$ cat src/rtl/smps_sense_adc_reader.sv
// DRDY-triggered SPI reader for the 24-bit SMPS sense ADC, alternating voltage/current via ADC_CH.
// Optional 4-frame averaging per channel when SENSE_AVG_EN is defined.
module smps_sense_adc_reader #(
  parameter int CLK_DIV     = 10,
  parameter int CS_SETUP    = 4,
  parameter int MUX_SETTLE  = 200,
  parameter int TIMEOUT_CYC = 2000000
) (
  input  logic        clk,
  input  logic        rst,
  input  logic        ADC_DRDY_n,
  input  logic        ADC_DOUT,
  output logic        ADC_CS_n,
  output logic        ADC_SCLK,
  output logic        ADC_CH,
  output logic [23:0] SMPS_50V_VSense,
  output logic [23:0] SMPS_50V_CSense,
  output logic        vsense_valid,
  output logic        csense_valid,
  output logic        sense_timeout
);

  localparam logic [31:0] SETUP_LAST   = 32'(CS_SETUP - 1);
  localparam logic [31:0] DIV_LAST     = 32'(CLK_DIV - 1);
  localparam logic [31:0] SETTLE_LAST  = 32'(MUX_SETTLE - 1);
  localparam logic [31:0] TIMEOUT_LAST = 32'(TIMEOUT_CYC - 1);

  typedef enum logic [2:0] {IDLE, SETUP, SHIFT, DONE, SETTLE} state_t;

  state_t      state, state_next;
  logic        drdy_s1, drdy_s2, drdy_prev, drdy_fall;
  logic [31:0] cnt, to_cnt;
  logic [4:0]  bit_cnt;
  logic [23:0] shift_reg;
  logic        cnt_clr, start_frame, sclk_rise, sclk_fall, frame_done;

  // Synchronizer resets high so a DRDY already idle-high never looks like an edge.
  always_ff @(posedge clk or posedge rst) begin
    if (rst) begin
      drdy_s1   <= 1'b1;
      drdy_s2   <= 1'b1;
      drdy_prev <= 1'b1;
    end else begin
      drdy_s1   <= ADC_DRDY_n;
      drdy_s2   <= drdy_s1;
      drdy_prev <= drdy_s2;
    end
  end

  assign drdy_fall = drdy_prev & ~drdy_s2;

  always_ff @(posedge clk or posedge rst) begin
    if (rst) state <= IDLE;
    else     state <= state_next;
  end

  always_comb begin
    state_next  = state;
    cnt_clr     = 1'b0;
    start_frame = 1'b0;
    sclk_rise   = 1'b0;
    sclk_fall   = 1'b0;
    frame_done  = 1'b0;
    unique case (state)
      IDLE: begin
        cnt_clr = 1'b1;
        if (drdy_fall) begin
          state_next  = SETUP;
          start_frame = 1'b1;
        end
      end
      SETUP: begin
        if (cnt == SETUP_LAST) begin
          state_next = SHIFT;
          cnt_clr    = 1'b1;
        end
      end
      SHIFT: begin
        if (cnt == DIV_LAST) begin
          cnt_clr = 1'b1;
          if (!ADC_SCLK) begin
            sclk_rise = 1'b1;
          end else begin
            sclk_fall = 1'b1;
            if (bit_cnt == 5'd23) state_next = DONE;
          end
        end
      end
      DONE: begin
        state_next = SETTLE;
        frame_done = 1'b1;
        cnt_clr    = 1'b1;
      end
      SETTLE: begin
        if (cnt == SETTLE_LAST) begin
          state_next = IDLE;
          cnt_clr    = 1'b1;
        end
      end
      default: state_next = IDLE;
    endcase
  end

  // DOUT is captured on the same clk edge that raises SCLK.
  always_ff @(posedge clk or posedge rst) begin
    if (rst) begin
      cnt       <= '0;
      bit_cnt   <= '0;
      shift_reg <= '0;
      ADC_CS_n  <= 1'b1;
      ADC_SCLK  <= 1'b0;
    end else begin
      cnt <= cnt_clr ? '0 : cnt + 32'd1;
      if (start_frame) begin
        ADC_CS_n <= 1'b0;
        bit_cnt  <= '0;
      end
      if (sclk_rise) begin
        ADC_SCLK  <= 1'b1;
        shift_reg <= {shift_reg[22:0], ADC_DOUT};
      end
      if (sclk_fall) begin
        ADC_SCLK <= 1'b0;
        bit_cnt  <= bit_cnt + 5'd1;
      end
      if (frame_done) ADC_CS_n <= 1'b1;
    end
  end

`ifdef SENSE_AVG_EN
  logic [25:0] acc_v, acc_c, acc_sum;
  logic [1:0]  fcnt_v, fcnt_c;

  assign acc_sum = (ADC_CH ? acc_c : acc_v) + {2'b00, shift_reg};

  always_ff @(posedge clk or posedge rst) begin
    if (rst) begin
      SMPS_50V_VSense <= '0;
      SMPS_50V_CSense <= '0;
      vsense_valid    <= 1'b0;
      csense_valid    <= 1'b0;
      ADC_CH          <= 1'b0;
      acc_v           <= '0;
      acc_c           <= '0;
      fcnt_v          <= '0;
      fcnt_c          <= '0;
    end else begin
      vsense_valid <= 1'b0;
      csense_valid <= 1'b0;
      if (frame_done) begin
        ADC_CH <= ~ADC_CH;
        if (!ADC_CH) begin
          fcnt_v <= fcnt_v + 2'd1;
          if (fcnt_v == 2'd3) begin
            SMPS_50V_VSense <= acc_sum[25:2];
            vsense_valid    <= 1'b1;
            acc_v           <= '0;
          end else begin
            acc_v <= acc_sum;
          end
        end else begin
          fcnt_c <= fcnt_c + 2'd1;
          if (fcnt_c == 2'd3) begin
            SMPS_50V_CSense <= acc_sum[25:2];
            csense_valid    <= 1'b1;
            acc_c           <= '0;
          end else begin
            acc_c <= acc_sum;
          end
        end
      end
    end
  end
`else
  always_ff @(posedge clk or posedge rst) begin
    if (rst) begin
      SMPS_50V_VSense <= '0;
      SMPS_50V_CSense <= '0;
      vsense_valid    <= 1'b0;
      csense_valid    <= 1'b0;
      ADC_CH          <= 1'b0;
    end else begin
      vsense_valid <= 1'b0;
      csense_valid <= 1'b0;
      if (frame_done) begin
        ADC_CH <= ~ADC_CH;
        if (!ADC_CH) begin
          SMPS_50V_VSense <= shift_reg;
          vsense_valid    <= 1'b1;
        end else begin
          SMPS_50V_CSense <= shift_reg;
          csense_valid    <= 1'b1;
        end
      end
    end
  end
`endif

  // A frame start wins over a coincident expiry; the counter saturates once the flag is set.
  always_ff @(posedge clk or posedge rst) begin
    if (rst) begin
      to_cnt        <= '0;
      sense_timeout <= 1'b0;
    end else if (start_frame) begin
      to_cnt <= '0;
    end else if (frame_done) begin
      sense_timeout <= 1'b0;
    end else if (state == IDLE) begin
      if (to_cnt == TIMEOUT_LAST) sense_timeout <= 1'b1;
      else                        to_cnt        <= to_cnt + 32'd1;
    end
  end

endmodule

$ cat config.mk
export PLATFORM = sky130hd
export DESIGN_NAME = smps_sense_adc_reader
export DESIGN_NICKNAME = d
export VERILOG_FILES = /design/src/rtl/smps_sense_adc_reader.sv
export SDC_FILE = /design/constraint.sdc
export NUM_CORES = 1
export LEC_CHECK = 0
export ABC_AREA = 1
export BUFFER_PORTS_ARGS = -buffer_cell sky130_fd_sc_hd__buf_2
export CAP_MARGIN = 10
export CORE_MARGIN = 4
export CORE_UTILIZATION = 53
export CTS_BUF_LIST = sky130_fd_sc_hd__clkbuf_8 sky130_fd_sc_hd__clkbuf_16
export DETAILED_ROUTE_END_ITERATION = 6
export PLACE_DENSITY = 0.84
export SKIP_LAST_GASP = 1
export SLEW_MARGIN = 30
export SYNTH_ARGS = -nofsm -noshare
export SYNTH_HDL_FRONTEND = slang
export SYNTH_SLANG_ARGS = --single-unit
$ cat constraint.sdc
create_clock -name clk -period 5.3 [get_ports clk]
set_clock_uncertainty 0.15 [all_clocks]
set_input_delay 0.53 -clock clk [delete_from_list [all_inputs] [get_ports clk]]
set_output_delay 0.53 -clock clk [all_outputs]
set_load 0.05 [all_outputs]
# ---- Word-level counts from Yosys, hierarchy flattened
# Cells that the tools add are included.
dict set report op_classes {
  addsub 3
  n_mul 0
  div_mod_pow 0
  order_cmp 0
  n_eq_ne 17
  shifts 0
  muxes 38
  bitwise 4
  n_reduce_logical 13
}
# operator count
set op_table {}
lappend op_table {{two-way mux 32 bit} 5}
lappend op_table {{adder 32 x 1 -> 32 bit, second input constant} 2}
lappend op_table {{equality test 32 x 2 -> 1 bit, second input constant} 1}
lappend op_table {{equality test 32 x 21 -> 1 bit, second input constant} 1}
lappend op_table {{equality test 32 x 4 -> 1 bit, second input constant} 1}
lappend op_table {{equality test 32 x 8 -> 1 bit, second input constant} 1}
lappend op_table {{two-way mux 1 bit} 23}
lappend op_table {{two-way mux 3 bit} 6}
lappend op_table {{!= test 2 bit, second input constant} 8}
lappend op_table {{case mux 3 bit (5 select lines)} 1}
lappend op_table {{nonzero test 2 bit} 6}
lappend op_table {{two-way mux 5 bit} 2}
lappend op_table {{equality test 3 x 2 -> 1 bit, second input constant} 2}
lappend op_table {{AND reduction 3 bit} 2}
lappend op_table {{AND reduction 6 bit} 1}
lappend op_table {{adder 5 x 1 -> 5 bit, second input constant} 1}
lappend op_table {{equality test 5 bit, second input constant} 1}
lappend op_table {{case mux 1 bit (4 select lines)} 1}
lappend op_table {{AND reduction 2 bit} 2}
lappend op_table {{equality test 3 x 1 -> 1 bit, second input constant} 1}
lappend op_table {{equality test 3 bit, second input constant} 1}
lappend op_table {{zero test 3 bit} 1}
lappend op_table {{NOT 1 bit} 3}
lappend op_table {{OR reduction 2 bit} 1}
lappend op_table {{AND 1 bit} 1}
dict set report word_totals {
  ff_bits 153
  latch_bits 0
  ramBits 0
  rom_bits 0
  input_bits 4
  memories 0
}

# ---- Depth between registers and ports, before layout
# Gate-level depths: netlist of the first run.
dict set report logic_depth {
  ltp_word 6
  depth_mapped 12
}

# ---- Least setup slack after synthesis of the first run
# No wires, ideal clock.
dict set report synth_path {
  path_type {flip-flop to flip-flop}
  start {register cnt[1]}
  end {register shift_reg[1]}
  setup_ns 0.121
  arrival_time_ns 1.551
  t_required_ns 5.029
  slack_ns 3.479
  stages_incl_launch_ff 13
  n_path_buf 2
  synth_period_minus_slack_ns 1.821
  path_cell_list {dfrtp_1 inv_1 ha_1 nand3_1 nor2_1 nand2_1 nor2_2 nand2_1 or2_4 buf_6 buf_6 nand2_1 o21ai_1}
}
dict set report synth_via {
  elab_chain_cells 3
}
# element line
set synth_lines {}
lappend synth_lines {{start, declared} 32} ;# logic [31:0] cnt, to_cnt;
lappend synth_lines {{start signal, assigned} 113} ;# cnt <= cnt_clr ? '0 : cnt + 32'd1;
lappend synth_lines {{equality test 32 x 4 -> 1 bit} 79} ;# if (cnt == DIV_LAST) begin
lappend synth_lines {{two-way mux 1 bit} 79}
lappend synth_lines {{two-way mux 1 bit} 64} ;# unique case (state)
lappend synth_lines {{end signal, assigned} 120} ;# shift_reg <= {shift_reg[22:0], ADC_DOUT};
lappend synth_lines {{end, declared} 34} ;# logic [23:0] shift_reg;
# Every way passes these cells.
# A chain may end at the register's enable or synchronous reset.

# ---- Worst setup path in the final report of the first run
dict set report layout_path {
  start {register state[0]}
  end {register to_cnt[1]}
}
dict set report layout_via {
  elab_chain_cells 4
  word_cells_on_any_way 9
}
# element line
set layout_lines {}
lappend layout_lines {{start, declared} 30} ;# state_t state, state_next;
lappend layout_lines {{start signal, assigned} 54} ;# else state <= state_next;
lappend layout_lines {{equality test 3 x 2 -> 1 bit / zero test 3 bit (equally long branches)} {64, 208}}
lappend layout_lines {{two-way mux 1 bit} 64}
lappend layout_lines {{!= test 2 bit (no source line) / nonzero test 2 bit (equally long branches)} n/a}
lappend layout_lines {{AND reduction 3 bit (no source line)} n/a}
lappend layout_lines {{end signal, assigned} 210} ;# else to_cnt <= to_cnt + 32'd1;
lappend layout_lines {{end, declared} 32}
# Several ways; a longest one is shown, not always the timed one.

==> qor.yml, run 1 <==
status: "completed"
hpwl_um: 10500
ctsHtreeMaxLevel: 4
holdCritPathClass: "in2reg"
multi_input_area_um2: 3020
core_um2: 13400
initial_core_util: 0.548
area_delta_synth_final_pct: 13.4
timing_worst_slew_pin_value_ns: 0.732
hold_viol_final: 0
yosys_warnings: 0
fill_cells: 1157
first_global_vias: 5723
synth.most_common_cell: "nand2_1"
dpl_worst_slack_ns: 2.91
ant_nets: 0
synth_cells: 907
nNetsFinal: 968
ctsResizeCount: 0
synth-async-reset-ratio: 1.00
syn_avg_cell_area_um2: 8.10
ys_types: 30
synth_area_leaders: "dfrtp_1 51%, nand2_1 14%, nor2_1 5.8%"
cp.arrival_ns: 2.61
drt_iter0_markers: 423
ir_drop_mv: 0.342
synth_seq_cells: 153
cts_buffers: 17
min_period_over_period: 0.464
drtPass1Iterations: 5
setup_ws_ns: 2.84
crit_required_ns: 5.45
rows: 42
drive_above_1_share: 0.115
cts_tree: "done"
syn_area_um2: 7350
clk_pin_slew_worst_paths_ns: 0.06
synth_enable_flop_cells: 0
vias: 5833
ys.flop_type: "dfrtp_1"
grt_max_degree: 107
die-area_um2: 15800
cts_setup_buffers: 0
max_freq_mhz: 406
synth_top_area_share: 0.507
diodes: 0
rsz0062_at_grt: "false"
powerDensity_nw_per_um2: 370
critPathLaunchType: "flip-flop"
reg_top3: "cnt x32, to_cnt x32"
yosysSeqAreaShare: 0.522
place.gp.congestion: 0.919
root_buffer: "clkbuf_16"
register_area_um2: 3830
syn_nets: 915
cts_hold_buf: 0
clockBufferDepth: 2
min_period_ns: 2.46
grt.overflow.total: 0
setup_tns_ns: 0
r2r-start: "state[0]$_DFFE_PP0P_"
synth_common_cells: "268 x nand2_1, 149 x dfrtp_1, 114 x nor2_1"
grt_pass1_wl_um: 27200
drc: 0
grtUsageTotal: 0.208
dieWidth_um: 126
synth_top_area_cell: "dfrtp_1"
clock_sinks: 153
final-setup-viol-count: 0
path_max_fanout: 20
chipHeight_um: 126
portBuffers: 57
hold_start: "ADC_DRDY_n"
critPathCaptureType: "flip-flop"
p_leak_nw: 3.81
clock_latency_ns: 0.42
wl_um: 15700
slew_headroom: 0.512
post_drt_wl_per_cell_um: 13.7
path_class: "reg2reg"
io_pins: 58
slew_viol_final: 0
crit_start: "state[0]$_DFFE_PP0P_"
vias_per_cell: 5.08
maxCapViolCount: 0
antenna_found_initial: 0
## worst max-delay path, cell delays in order, from the launching register on
cell     delay, ns
dfrtp_1       0.38
inv_1         0.11
nand2_1       0.11
nor2_2        0.20
nand3_1       0.37
nand3_1       0.63
inv_2         0.21
nand2_1       0.13
nand2_1       0.06
## logic make-up after synthesis
logic type | synth area share
buf+inv | 0.0667
flops | 0.522
simple gates | 0.265
fa+ha+maj | 0.00681
xor+xnor | 0.0667
compound gates | 0.0734
## power by group
group,internal (mW),switching (mW)
logic,0.122,0.445
registers,1.24,0.0608
clock network,0.747,0.472
## per-layer routing
metal  GRT usage  share of wire
met1       0.274           0.46
met2       0.341           0.48
met3      0.0627          0.049
met4      0.0517          0.014
met5           0              0
## area by class of cell
type,instances,area share
clock buffers,18,0.0527
flip-flops and latches,153,0.460
repair buffers,59,0.0360
well taps,176,0.0264
clock inverters,13,0.0188
multi-input cells,635,0.363
inverters,94,0.0432
## cell usage in the layout, fill, tap and decap left out, drive strengths merged, types with 17 or more instances in the layout
cell,instances
buf,59
clkbuf,18
dfrtp,149
inv,98
nand2,269
nand3,33
nor2,120
nor3,28
o21ai,101
xnor2,17
xor2,39
## through the flow
step           total power, mW  cells  hold WS (ns)  cell area, µm²   util
6_report                  3.09   1148        0.0565            8330  0.622
5_1_grt                   3.24   1148        0.0431            8330  0.622
4_1_cts                   3.11   1148        0.0436            8330  0.622
3_5_place_dp              1.88   1117         0.199            7740  0.577
3_3_place_gp              1.87   1117         0.205            7740  0.577
2_1_floorplan             1.77    907         0.195            7350      -
## final timing paths
check,to,slack [ns],cells past startpoint
min in group asynchronous,SMPS_50V_CSense[4]$_DFFE_PP0P_,0.08,2
setup / recovery,to_cnt[1]$_DFFE_PP0P_,2.84,8
hold / removal,drdy_s1$_DFF_PP1_,0.06,1
max in group asynchronous,cnt[10]$_DFF_PP0_,3.84,3
setup reg to reg,to_cnt[1]$_DFFE_PP0P_,2.84,8
hold reg to reg,drdy_s2$_DFF_PP1_,0.21,0
Power figures use the tool's default switching activity.
==> run 2: changes to the inputs <==
--- a/config.mk
+++ b/config.mk
@@ -5,7 +5,7 @@
 export SDC_FILE = /design/constraint.sdc
 export NUM_CORES = 1
 export LEC_CHECK = 0
-export ABC_AREA = 1
+export ABC_AREA = 0
 export BUFFER_PORTS_ARGS = -buffer_cell sky130_fd_sc_hd__buf_2
 export CAP_MARGIN = 10
 export CORE_MARGIN = 4
==> constraint.sdc (replaced) <==
create_clock -name clk -period 2.4 [get_ports clk]
set_clock_uncertainty 0.15 [all_clocks]
set_input_delay 0.24 -clock clk [delete_from_list [all_inputs] [get_ports clk]]
set_output_delay 0.24 -clock clk [all_outputs]
set_load 0.05 [all_outputs]
==> qor.yml, run 2 <==
grt_pass1_wl_um: 25600  # was 27,200 µm
ys_types: 50  # was 30
path_class: "reg2reg"  # unchanged
synth_area_leaders: "dfrtp_1 54%, mux2_2 10%, nor2_1 4.4%"  # was dfrtp_1 51%, nand2_1 14%, nor2_1 5.8%
reg_top3: "cnt x32, to_cnt x32"  # unchanged
clock_latency_ns: 0.42  # about the same
chipHeight_um: 122  # was 126 µm
setup_tns_ns: -0.00139  # was 0 ns
final-setup-viol-count: 1  # was 0
vias: 4974  # was 5,833
min_period_over_period: 1.00  # was 0.464
final_area_um2: 8350  # was 8330 µm²
place.gp.congestion: 0.937  # was 0.919
hold_viol_final: 0  # unchanged
slew_viol_final: 0  # unchanged
diodes: 0  # unchanged
yosysSeqAreaShare: 0.559  # was 0.522
fin_util: 0.659  # was 0.622
ctsHtreeMaxLevel: 4  # unchanged
path_buf_inv: 2  # unchanged
final_cells: 865  # was 1,148
setup_ws_ns: -0.00139  # was 2.84 ns
cts_tree: "done"  # unchanged
most-common-layout-cells: "148 x dfrtp_1, 79 x nor2_1, 57 x buf_2, 53 x mux2_2, 32 x nand2_1"  # was 268 x nand2_1, 149 x dfrtp_1, 114 x nor2_1, 91 x inv_1, 68 x o21ai_0
clock_sinks: 153  # unchanged
area_delta_synth_final_pct: 21.7  # was 13.4%
clk_pin_slew_worst_paths_ns: 0.06  # about the same
crit_required_ns: 2.55  # was 5.45 ns
die-area_um2: 14800  # was 15,800 µm²
rows: 41  # was 42
min_period_ns: 2.40  # was 2.46 ns
ir_drop_mv: 0.620  # was 0.342 mV
yosys_warnings: 0  # unchanged
mostFrequentLayoutCell: "dfrtp_1"  # was nand2_1
antenna_found_initial: 0  # unchanged
dieWidth_um: 122  # was 126 µm
finalPower_mw: 6.86  # was 3.09 mW
critPathCaptureType: "flip-flop"  # unchanged
syn_area_um2: 6860  # was 7350 µm²
cp_slowest_cell: "dfrtp_1"  # was nand3_1
post_drt_wl_per_cell_um: 18.2  # was 13.7 µm
first_global_vias: 5172  # was 5,723
postPlaceCellArea_um2: 7490  # was 7740 µm²
cp_slowest_stage_delay_ns: 0.44  # was 0.63 ns
vias_per_cell: 5.75  # was 5.08
dp.cells: 819  # was 1,117
synth.most_common_cell: "dfrtp_1"  # was nand2_1
drive_above_1_share: 0.317  # was 0.115
failed_checks: "negative setup slack"
powerDensity_nw_per_um2: 822  # was 370 nW/µm²
nNetsFinal: 688  # was 968
cts_buffers: 17  # unchanged
path_max_fanout: 6  # was 20
portBuffers: 57  # unchanged
status: "finished with violations"  # was completed
grt.overflow.total: 0  # unchanged
grtUsageTotal: 0.216  # was 0.208
synth_top_area_cell: "dfrtp_1"  # unchanged
maxCapViolCount: 0  # unchanged
drtPass1Iterations: 5  # unchanged
p_leak_nw: 4.04  # was 3.81 nW
clockBufferDepth: 2  # unchanged
drt_iter0_markers: 521  # was 423
synth_seq_cells: 153  # unchanged
timing_worst_slew_pin_value_ns: 0.601  # was 0.732 ns
synth_enable_flop_cells: 0  # unchanged
ys.flop_type: "dfrtp_1"  # unchanged
whs_ns: 0.208  # was 0.0565 ns
critPathLaunchType: "flip-flop"  # unchanged
root_buffer: "clkbuf_16"  # unchanged
synth_common_cells: "149 x dfrtp_1, 80 x nor2_1, 61 x mux2_2"  # was 268 x nand2_1, 149 x dfrtp_1, 114 x nor2_1
cp.arrival_ns: 2.55  # was 2.61 ns
holdCritPathClass: "reg2reg"  # was in2reg
max_freq_mhz: 416  # was 406 MHz
syn_nets: 598  # was 915
path_cells: "nor4_2 > and4_2 > nand3_4 > nor4_4 > buf_6 > clkbuf_16 > mux2_2"  # was inv_1 > nand2_1 > nor2_2 > nand3_1 > nand3_1 > inv_2 > nand2_1 > nand2_1
grt_max_degree: 74  # was 107
synth_top_area_share: 0.543  # was 0.507
synth-async-reset-ratio: 1.00  # unchanged
ant_nets: 0  # unchanged
io_pins: 58  # unchanged
critPathTopFamily: "simple AND/OR/NAND/NOR gates"  # unchanged
rsz0062_at_grt: "true"  # was false
initial_core_util: 0.542  # was 0.548
syn_avg_cell_area_um2: 11.6  # was 8.10 µm²
dpl_worst_slack_ns: 0.0690  # was 2.91 ns
hpwl_um: 9250  # was 10,500 µm
wl_um: 15700  # about the same
slew_headroom: 0.598  # was 0.512
synth_cells: 590  # was 907
core_um2: 12700  # was 13,400 µm²
drc: 0  # unchanged
==> run 2: changes by cell type in the layout (fill, tap and decap cells not counted), moves of 19 or more <==
| cell | change |
|---|---|
| mux2_4 | +19 |
| mux2_2 | +53 |
| buf_4 | +23 |
| o21ai_1 | -28 |
| o21ai_0 | -62 |
| nor2_1 | -35 |
| nand2_1 | -236 |
| inv_1 | -78 |
==> run 2: path summary, 6_finish.rpt <==
check	depth (start not counted)	slack, ns	end	startpoint
max in group asynchronous	4	1.01	ADC_CS_n$_DFFE_PP1P_	rst
worst min register to register	0	0.21	drdy_s2$_DFF_PP1_	drdy_s1$_DFF_PP1_
worst min-delay path	0	0.21	drdy_s2$_DFF_PP1_	drdy_s1$_DFF_PP1_
worst max-delay path	7	-0.001	shift_reg[19]$_DFFE_PP0P_	cnt[26]$_DFF_PP0_
min in group asynchronous	3	0.30	SMPS_50V_VSense[3]$_DFFE_PP0P_	rst
worst max register to register	7	-0.001	shift_reg[19]$_DFFE_PP0P_	cnt[26]$_DFF_PP0_
==> run 2: kinds of logic after synthesis <==
group	Yosys count	synth area share
AND/OR/NAND/NOR	241	0.186
flip-flops	153	0.559
multiplexers	73	0.125
XOR/XNOR	58	0.0740
buffers and inverters	37	0.0246
AO/OA/AOI/OAI	24	0.0246
adder cells (fa/ha/maj)	4	0.00729
==> run 2: area by class of cell <==
class | instances | area [µm²]
clock buffers | 17 | 425
clock inverters | 15 | 215
fillers | 869 | 4320
inverters | 14 | 56.3
multi-input cells | 400 | 2930
flip-flops and latches | 153 | 3830
well taps | 172 | 215
repair buffers | 94 | 676
==> run 2: repair_timing <==
item                                    in CTS  in global routing
endpoints found under the setup margin       2                 26
endpoints found under the hold margin       26                  0
gates cloned                                 0                  3
pin swaps                                    0                  6
hold buffers                                 3                  0
setup buffers                                0                  8
gates resized for setup                      0                 17
==> run 2: where the power goes <==
part / leakage, nW / internal (mW) / total, mW / switching [mW]
registers: 2.10 / 2.71 / 2.85 / 0.136
logic: 1.63 / 0.392 / 1.13 / 0.741
clock network: 0.309 / 1.76 / 2.88 / 1.12
==> run 2: layer usage <==
metal | part of all wire | GRT usage
met4 | 0.028 | 0.0889
met5 | 0 | 0
met1 | 0.40 | 0.277
met2 | 0.52 | 0.358
met3 | 0.052 | 0.0474
==> run 2: worst register-to-register path, cell delays in order, from the launching register on <==
cell and delay [ns]:
dfrtp_1 0.44, nor4_2 0.33, and4_2 0.33, nand3_4 0.10
nor4_4 0.24, buf_6 0.19, clkbuf_16 0.17, mux2_2 0.33
